===== src/rtl/rom_streamer_pkg.sv =====
// rom_streamer_pkg
//   Shared types and default widths for rom_streamer.
//   - state_t        : burst FSM states (IDLE, RUN, DRAIN)
//   - DEFAULT_ADDR_W : default ROM address width
//   - DEFAULT_DATA_W : default ROM data width
package rom_streamer_pkg;

  localparam int unsigned DEFAULT_ADDR_W = 8;
  localparam int unsigned DEFAULT_DATA_W = 8;

  typedef enum logic [1:0] {
    IDLE  = 2'd0,
    RUN   = 2'd1,
    DRAIN = 2'd2
  } state_t;

endpackage


===== src/rtl/rom_streamer.sv =====
// rom_streamer
//   Streams a burst of words out of an external combinational ROM through a
//   valid/ready output interface.
//
//   Ports:
//     clk         rising-edge clock
//     rst         asynchronous active-low reset
//     start       burst request (sampled only in IDLE)
//     start_addr  first ROM address of the burst
//     len         burst length, 0 means 2**ADDR_W words
//     busy        high whenever the FSM is not IDLE
//     rom_addr    address to the ROM (registered address counter)
//     rom_data    ROM read data, same cycle as rom_addr
//     out_data    streamed word
//     out_valid   out_data holds a word
//     out_ready   consumer accepts the word
//     done        one-cycle pulse after the final word is accepted
//     chksum      running sum of transferred words mod 2**DATA_W
//                 (only when ROM_STREAMER_CHECKSUM_EN is defined)
//
//   Build option: define ROM_STREAMER_CHECKSUM_EN to add the chksum port.
module rom_streamer
  import rom_streamer_pkg::*;
#(
  parameter int unsigned ADDR_W = DEFAULT_ADDR_W,
  parameter int unsigned DATA_W = DEFAULT_DATA_W
) (
  input  logic              clk,
  input  logic              rst,
  input  logic              start,
  input  logic [ADDR_W-1:0] start_addr,
  input  logic [ADDR_W-1:0] len,
  output logic              busy,
  output logic [ADDR_W-1:0] rom_addr,
  input  logic [DATA_W-1:0] rom_data,
  output logic [DATA_W-1:0] out_data,
  output logic              out_valid,
  input  logic              out_ready,
  output logic              done
`ifdef ROM_STREAMER_CHECKSUM_EN
  ,
  output logic [DATA_W-1:0] chksum
`endif
);

  state_t            state_q, state_d;
  logic [ADDR_W-1:0] addr_q,  addr_d;
  // One extra bit so a full 2**ADDR_W burst can be counted down.
  logic [ADDR_W:0]   rem_q,   rem_d;
  logic [DATA_W-1:0] data_q,  data_d;
  logic              valid_q, valid_d;
  logic              done_q,  done_d;
  logic              xfer;

  assign xfer = valid_q && out_ready;

  always_comb begin
    state_d = state_q;
    addr_d  = addr_q;
    rem_d   = rem_q;
    data_d  = data_q;
    valid_d = valid_q;
    done_d  = 1'b0;
    case (state_q)
      IDLE: begin
        if (start) begin
          addr_d  = start_addr;
          rem_d   = (len == '0) ? {1'b1, {ADDR_W{1'b0}}} : {1'b0, len};
          state_d = RUN;
        end
      end
      RUN: begin
        // Capture when the output register is empty or being emptied this
        // cycle, so a transferred word is replaced without a bubble.
        if (!valid_q || out_ready) begin
          data_d  = rom_data;
          valid_d = 1'b1;
          addr_d  = addr_q + ADDR_W'(1);
          rem_d   = rem_q - (ADDR_W + 1)'(1);
          if (rem_q == (ADDR_W + 1)'(1)) begin
            state_d = DRAIN;
          end
        end
      end
      DRAIN: begin
        if (xfer) begin
          valid_d = 1'b0;
          done_d  = 1'b1;
          state_d = IDLE;
        end
      end
      default: state_d = IDLE;
    endcase
  end

  always_ff @(posedge clk or negedge rst) begin
    if (!rst) begin
      state_q <= IDLE;
      addr_q  <= '0;
      rem_q   <= '0;
      data_q  <= '0;
      valid_q <= 1'b0;
      done_q  <= 1'b0;
    end else begin
      state_q <= state_d;
      addr_q  <= addr_d;
      rem_q   <= rem_d;
      data_q  <= data_d;
      valid_q <= valid_d;
      done_q  <= done_d;
    end
  end

  assign busy      = (state_q != IDLE);
  assign rom_addr  = addr_q;
  assign out_data  = data_q;
  assign out_valid = valid_q;
  assign done      = done_q;

`ifdef ROM_STREAMER_CHECKSUM_EN
  logic [DATA_W-1:0] sum_q;

  // Clear and accumulate cannot coincide: out_valid is always low in IDLE.
  always_ff @(posedge clk or negedge rst) begin
    if (!rst) begin
      sum_q <= '0;
    end else if ((state_q == IDLE) && start) begin
      sum_q <= '0;
    end else if (xfer) begin
      sum_q <= sum_q + data_q;
    end
  end

  assign chksum = sum_q;
`endif

endmodule


===== config.mk =====
export PLATFORM = sky130hd
export DESIGN_NAME = rom_streamer
export DESIGN_NICKNAME = d
export VERILOG_FILES = /design/src/rtl/rom_streamer_pkg.sv /design/src/rtl/rom_streamer.sv
export SDC_FILE = /design/constraint.sdc
export NUM_CORES = 1
export LEC_CHECK = 0
export CAP_MARGIN = 5
export CORE_MARGIN = 2
export CORE_UTILIZATION = 35
export CTS_CLUSTER_DIAMETER = 50
export DETAILED_ROUTE_END_ITERATION = 6
export GPL_ROUTABILITY_DRIVEN = 0
export GPL_TIMING_DRIVEN = 0
export HOLD_SLACK_MARGIN = 0.02
export PLACE_DENSITY = 0.66
export SLEW_MARGIN = 25
export SYNTH_ARGS = -nofsm -noshare
export SYNTH_HDL_FRONTEND = slang
export SYNTH_SLANG_ARGS = --single-unit

===== constraint.sdc =====
create_clock -name clk -period 3.99 [get_ports clk]
set_input_delay 0.5985 -clock clk [delete_from_list [all_inputs] [get_ports clk]]
set_output_delay 0.5985 -clock clk [all_outputs]
set_load 0.05 [all_outputs]

==> results.toml, run 1 <==
[route]
avgRoutedWirePerCell_um = 15.0
wl_mm = 4.05
drc_errors = 0
dr.pass1.iters = 6
ant_nets = 0
viasPerCell = 5.32
dr.first_iter.drc_count = 104
num_vias = 1442

[setup_path]
path_buf_inv = 3
cp.required_ns = 3.39
worstPathArrival_ns = 2.04
crit_fanout = 10
cp-start-kind = "flop"
critPathSlowestCell = "clkdlybuf4s50_1"
cpPeakStageDelay_ns = 0.71
critPathTopFamily = "buffers and inverters"
crit_chain = "buf_6 > buf_4 > or2_2 > clkdlybuf4s50_1"
cp-end-kind = "output port"
criticalPathCategory = "flop to output port"

[power]
p_leak_uw = 0.000906
power_uw = 1340
ir_drop_v = 0.000245
p_per_area_nw_per_um2 = 612

[synthesis]
synth_top_area_cell = "dfrtp_1"
synth_edf_count = 0
synthCells = 165
synth_top_cell_area_share_pct = 46.5
synthArstFlopShare_pct = 100
yosys-top-cells-area = "dfrtp_1, mux2_2, a21oi_1, o21ai_0, nor2_1"
ys.flop_type = "dfrtp_1"
synthesis.area_um2 = 1560
yosys_warnings = 0
synth.avg_cell_area_um2 = 9.46
ys_ff_latch = 29
ys_types = 41
seq_area_frac_synth_pct = 46.5
syn_nets = 196

[sta]
fin_skew_ns = 0.00187
final-max-slew-violation-count = 0
fin_crit_ns = 2.64
hold_viol = 0
setup_tns_ns = 0
rsz0062_at_grt = "no"
worst_slack_ns = 1.35
fmax_mhz = 378
relSlewSlack_pct = 54.9
fin_crit_sh_pct = 66.2
worstMarginPinSlew_ns = 0.676
setup_violations = 0

[cells_and_area]
final_layout_size_suffix_gt1_share_pct = 12.8
syn_to_final_growth_pct = 40.8
postLayoutCoreUtil_pct = 50.8
final_common_cell = "clkdlybuf4s50_1"
nNetsFinal = 249
multiInputGateArea_um2 = 771
final_cell_mix = "clkdlybuf4s50_1, dfrtp_1, a21oi_1"
nFillCells = 427
seq_area_um2 = 726
antenna_cells = 0

[clock_network]
numCtsBuffers = 5
clock_latency_ns = 0.28
cts_resized = 0
ctsHoldBuffers = 0
cts.sinks = 29
cts-root-buf = "clkbuf_8"
cts_setup_buffers = 0
cts_buffer_depth = 2
clk_pin_slew_worst_paths_ns = 0.06
cts.htree.levels = 2
cts_tree = "yes"

[floorplanning]
die_h_um = 70.8
pin_count = 47
dieArea_um2 = 5010
die_x_um = 70.8
num_rows = 24
start_util_pct = 36.1
core_area_um2 = 4320

[global_route]
antenna_found_initial = 0
busiest_layer = "met2"
gr-usage-met1_pct = 24.3
met3_usage_pct = 3.99
grt_pass1_vias = 1367
grt_overflow = 0
grt_pass1_wl_mm = 6.89
grt_max_degree = 30
use_met2_pct = 27.5
grt_usage_pct = 17.5

[placed_design]
hpwl_mm = 2.95
port_buffers = 46
pre_cts_ws_ns = 1.64

[job]
drv_cap = 0

[status]
status = "completed"

[min_path]
hold_path.class = "input pin to asynchronous set/reset pin"
-- worst paths after layout --
path	to	startpoint	slack, ns	cells after the start
max	busy	state_q[0]$_DFFE_PN0P_	1.35	4
min	out_data[2]$_DFFE_PN0P_	rst	0.35	1
max reg2reg	rem_q[6]$_DFFE_PN0P_	rem_q[0]$_DFFE_PN0P_	2.03	6
min reg2reg	out_data[3]$_DFFE_PN0P_	out_data[3]$_DFFE_PN0P_	0.50	1
max in group asynchronous	rom_addr[4]$_DFFE_PN0P_	rst	3.20	1
min in group clk	out_data[3]$_DFFE_PN0P_	out_data[3]$_DFFE_PN0P_	0.50	1
-- stage by stage --
| step | hold slack, ns | area [um2] | std cells |
|---|---|---|---|
| 2_1_floorplan | 0.303 | 1560 | 165 |
| 3_3_place_gp | 0.487 | 2090 | 263 |
| 3_5_place_dp | 0.495 | 2080 | 263 |
| 4_1_cts | 0.384 | 2200 | 271 |
| 5_1_grt | 0.405 | 2200 | 271 |
| 6_report | 0.353 | 2200 | 271 |
-- Yosys cell counts, types with 5 or more instances --
library cell and n:
nor2_1 14, a21oi_1 17, dfrtp_1 29, mux2_2 8, nand3_1 5, nor3_1 6
o21ai_0 13, nand2_1 12
-- where the power goes --
group / total (uW) / leakage, uW / switching [uW] / internal [uW]
combinational: 539 / 0.000510 / 317 / 222
sequential: 489 / 0.000337 / 106 / 383
clock: 317 / 0.0000585 / 113 / 203
-- registers in the layout (all words and copies together), names as in the netlist --
register,flops
done,1
out_data,8
out_valid,1
rem_q,9
rom_addr,8
state_q,2
-- metal layers --
metal,share of wire (%),vias up
met2,46,34
met4,1.3,0
met3,3.9,7
met1,49,682
met5,0,-
li1,-,719
-- layout make-up --
class | instances | share of cell area [%]
plain buffers | 8 | 2.22
clock buffers | 7 | 3.93
clock inverters | 1 | 1.37
inverters | 4 | 0.683
multi-input cells | 124 | 35.1
flip-flops and latches | 29 | 33.0
well taps | 52 | 2.96
repair buffers | 46 | 20.7
-- cell families (layout without fill, tap and decap cells) --
logic type	count (synthesis)	in the layout	synth area share (%)
AND/OR/NAND/NOR	60	60	20.0
AO/OA/AOI/OAI	53	53	21.3
flip-flops	29	29	46.5
buffers and inverters	12	66	4.09
multiplexers	8	8	5.77
adder cells (fa/ha/maj)	3	3	2.41
Power figures use the tool's default switching activity.
==> run 2, diff against run 1 <==
==> constraint.sdc (replaced) <==
create_clock -name clk -period 2.5 [get_ports clk]
set_input_delay 0.375 -clock clk [delete_from_list [all_inputs] [get_ports clk]]
set_output_delay 0.375 -clock clk [all_outputs]
set_load 0.05 [all_outputs]
==> results of run 2 <==
Same layout as run 1 (identical final DEF). Status: completed.
Among the figures that moved: setup slack after placement 1.64 ns -> 0.372 ns; setup slack after layout 1.35 ns -> 0.0805 ns; hold slack 0.353 ns -> 0.129 ns; register-to-register setup slack 2.03 ns -> 0.54 ns; total power 1340 uW -> 2150 uW; worst IR drop on VDD 0.000245 V -> 0.000390 V
==> run 3, diff against run 2 <==
--- a/config.mk
+++ b/config.mk
@@ -6,7 +6,7 @@
 export NUM_CORES = 1
 export LEC_CHECK = 0
 export CAP_MARGIN = 5
-export CORE_MARGIN = 2
+export CORE_MARGIN = 1.5
 export CORE_UTILIZATION = 35
 export CTS_CLUSTER_DIAMETER = 50
 export DETAILED_ROUTE_END_ITERATION = 6
==> constraint.sdc (replaced) <==
create_clock -name clk -period 2.5 [get_ports clk]
set_input_delay 0.5 -clock clk [delete_from_list [all_inputs] [get_ports clk]]
set_output_delay 0.5 -clock clk [all_outputs]
set_load 0.05 [all_outputs]
==> run 3 against run 2 <==
Effect of this change:
- wire length fell by 0.35%
- clock power fell by 14%
- via count rose by 1.7%
- clock-buffer cell count did not move
- total power fell by 3.4%
- final area fell by 0.74%
- largest cell class unchanged
- critical endpoint unchanged
- critical path type unchanged
==> results.toml, run 3 (synthesis gave the netlist of run 1 again) <==
[status]
status = "completed"

[clock_network]
cts.htree.levels = 2
clock_latency_ns = 0.29
numCtsBuffers = 5
cts.sinks = 29
cts_setup_buffers = 0
cts_buffer_depth = 2
cts_tree = "yes"
cts-root-buf = "clkbuf_8"
clk_pin_slew_worst_paths_ns = 0.06
ctsHoldBuffers = 0
cts_resized = 1

[power]
p_int_uw = 1210
power_frac_comb_pct = 41.5
sw_frac_of_total_pct = 41.4
p_per_area_nw_per_um2 = 950
power.switching_uw = 858
power_frac_clock_pct = 20.9
ir_drop_v = 0.000361
p_leak_uw = 0.000899
pwr-share-seq_pct = 37.6

[floorplanning]
die_h_um = 69.8
dieArea_um2 = 4870
start_util_pct = 36.1
pin_count = 47
num_rows = 24
die_x_um = 69.8
core_area_um2 = 4320

[route]
drc_errors = 0
num_vias = 1466
dr.pass1.iters = 4
ant_nets = 0
dr.first_iter.drc_count = 91
avgRoutedWirePerCell_um = 14.9
viasPerCell = 5.41
wl_mm = 4.04

[sta]
setup_tns_ns = 0
setup_violations = 0
relSlewSlack_pct = 54.3
worstMarginPinSlew_ns = 0.680
fin_crit_ns = 2.27
hold_viol = 0
fin_skew_ns = 0.00698
hold_slack_ns = 0.255
final-max-slew-violation-count = 0
rsz0062_at_grt = "no"
fin_crit_sh_pct = 90.7
fmax_mhz = 441
worst_slack_ns = 0.232

[setup_path]
cpPeakStageDelay_ns = 0.43
worstPathArrival_ns = 1.77
worstSetupStartpoint = "state_q[0]$_DFFE_PN0P_"
r2r-start = "rem_q[0]$_DFFE_PN0P_"
crit_chain = "buf_6 > buf_4 > or2_2 > dlygate4sd2_1"
cp.required_ns = 2.00
worstRegToRegCells = 6
critPathTopFamily = "buffers and inverters"
cp-end-kind = "output port"
crit_fanout = 10
criticalPathCategory = "flop to output port"
cp-start-kind = "flop"
path_buf_inv = 3
r2r_end = "rem_q[6]$_DFFE_PN0P_"
endpoint = "busy"
cp_num_cells = 4
regToRegSetupSlack_ns = 0.56
critPathSlowestCell = "dfrtp_1"

[global_route]
grt_usage_pct = 17.7
grt_pass1_vias = 1415
grt_pass1_wl_mm = 6.69
antenna_found_initial = 0
grt_max_degree = 30
grt_overflow = 0

[job]
drv_cap = 0

[placed_design]
port_buffers = 46
hpwl_mm = 2.89
pre_cts_ws_ns = 0.239
place_inst = 263

[cells_and_area]
nFillCells = 422
seq_area_um2 = 726
final_common_cell = "clkdlybuf4s50_1"
largest_register_ff_count = 9
nNetsFinal = 249
postLayoutCoreUtil_pct = 50.4
regMostFlops = "rem_q"
final_layout_size_suffix_gt1_share_pct = 13.2
final_cell_mix = "clkdlybuf4s50_1, dfrtp_1, a21oi_1"
syn_to_final_growth_pct = 39.8
fin_cells = 271
antenna_cells = 0
multiInputGateArea_um2 = 771

[min_path]
hold_path.class = "input pin to asynchronous set/reset pin"
-- run 3: changes by cell type in the layout (fill, tap and decap cells not counted) --
cell	change
clkdlybuf4s50_1	-1
clkinv_2	+1
clkbuf_1	-1
dlygate4sd2_1	+1
bufinv_16	-1
clkbuf_8	+1
-- run 3: final cells by class --
| cell class | instances | area share [%] |
|---|---|---|
| Timing Repair Buffer | 46 | 20.8 |
| Buffer | 8 | 2.24 |
| Multi-Input combinational cell | 124 | 35.3 |
| Clock buffer | 7 | 4.42 |
| Inverter | 4 | 0.688 |
| Tap cell | 52 | 2.98 |
| Sequential cell | 29 | 33.3 |
| Clock inverter | 1 | 0.229 |
-- run 3: worst min-delay path by stage --
stage,slack (ns),to,cells past startpoint
global route,0.30,rom_addr[1]$_DFFE_PN0P_,1
detailed placement,0.49,out_data[4]$_DFFE_PN0P_,1
CTS,0.27,rem_q[4]$_DFFE_PN0P_,1
global placement,0.49,out_data[4]$_DFFE_PN0P_,1
floorplan,0.20,done$_DFF_PN0_,0
finish,0.26,out_data[5]$_DFFE_PN0P_,1
-- run 3: power by group through the flow --
| stage | Combinational, uW | Clock [uW] | Sequential (uW) |
|---|---|---|---|
| after floorplan | 341 | 0 | 1000 |
| after global placement | 853 | 0 | 783 |
| after detailed placement | 862 | 0 | 788 |
| after CTS | 865 | 449 | 780 |
| after global routing | 935 | 469 | 808 |
| final | 860 | 434 | 779 |
-- run 3: metal layers --
metal	wire (um)	track usage, %	up-vias
met4	68	6.41	0
li1	-	-	719
met3	288	5.52	5
met2	1800	27.5	56
met1	1880	23.2	686
met5	0	0	-
-- run 3: metrics by stage --
stage,total power [uW],cell area [um2]
floorplan,1340,1560
global placement,1640,2090
detailed placement,1650,2080
CTS,2090,2180
global route,2210,2180
finish,2070,2180
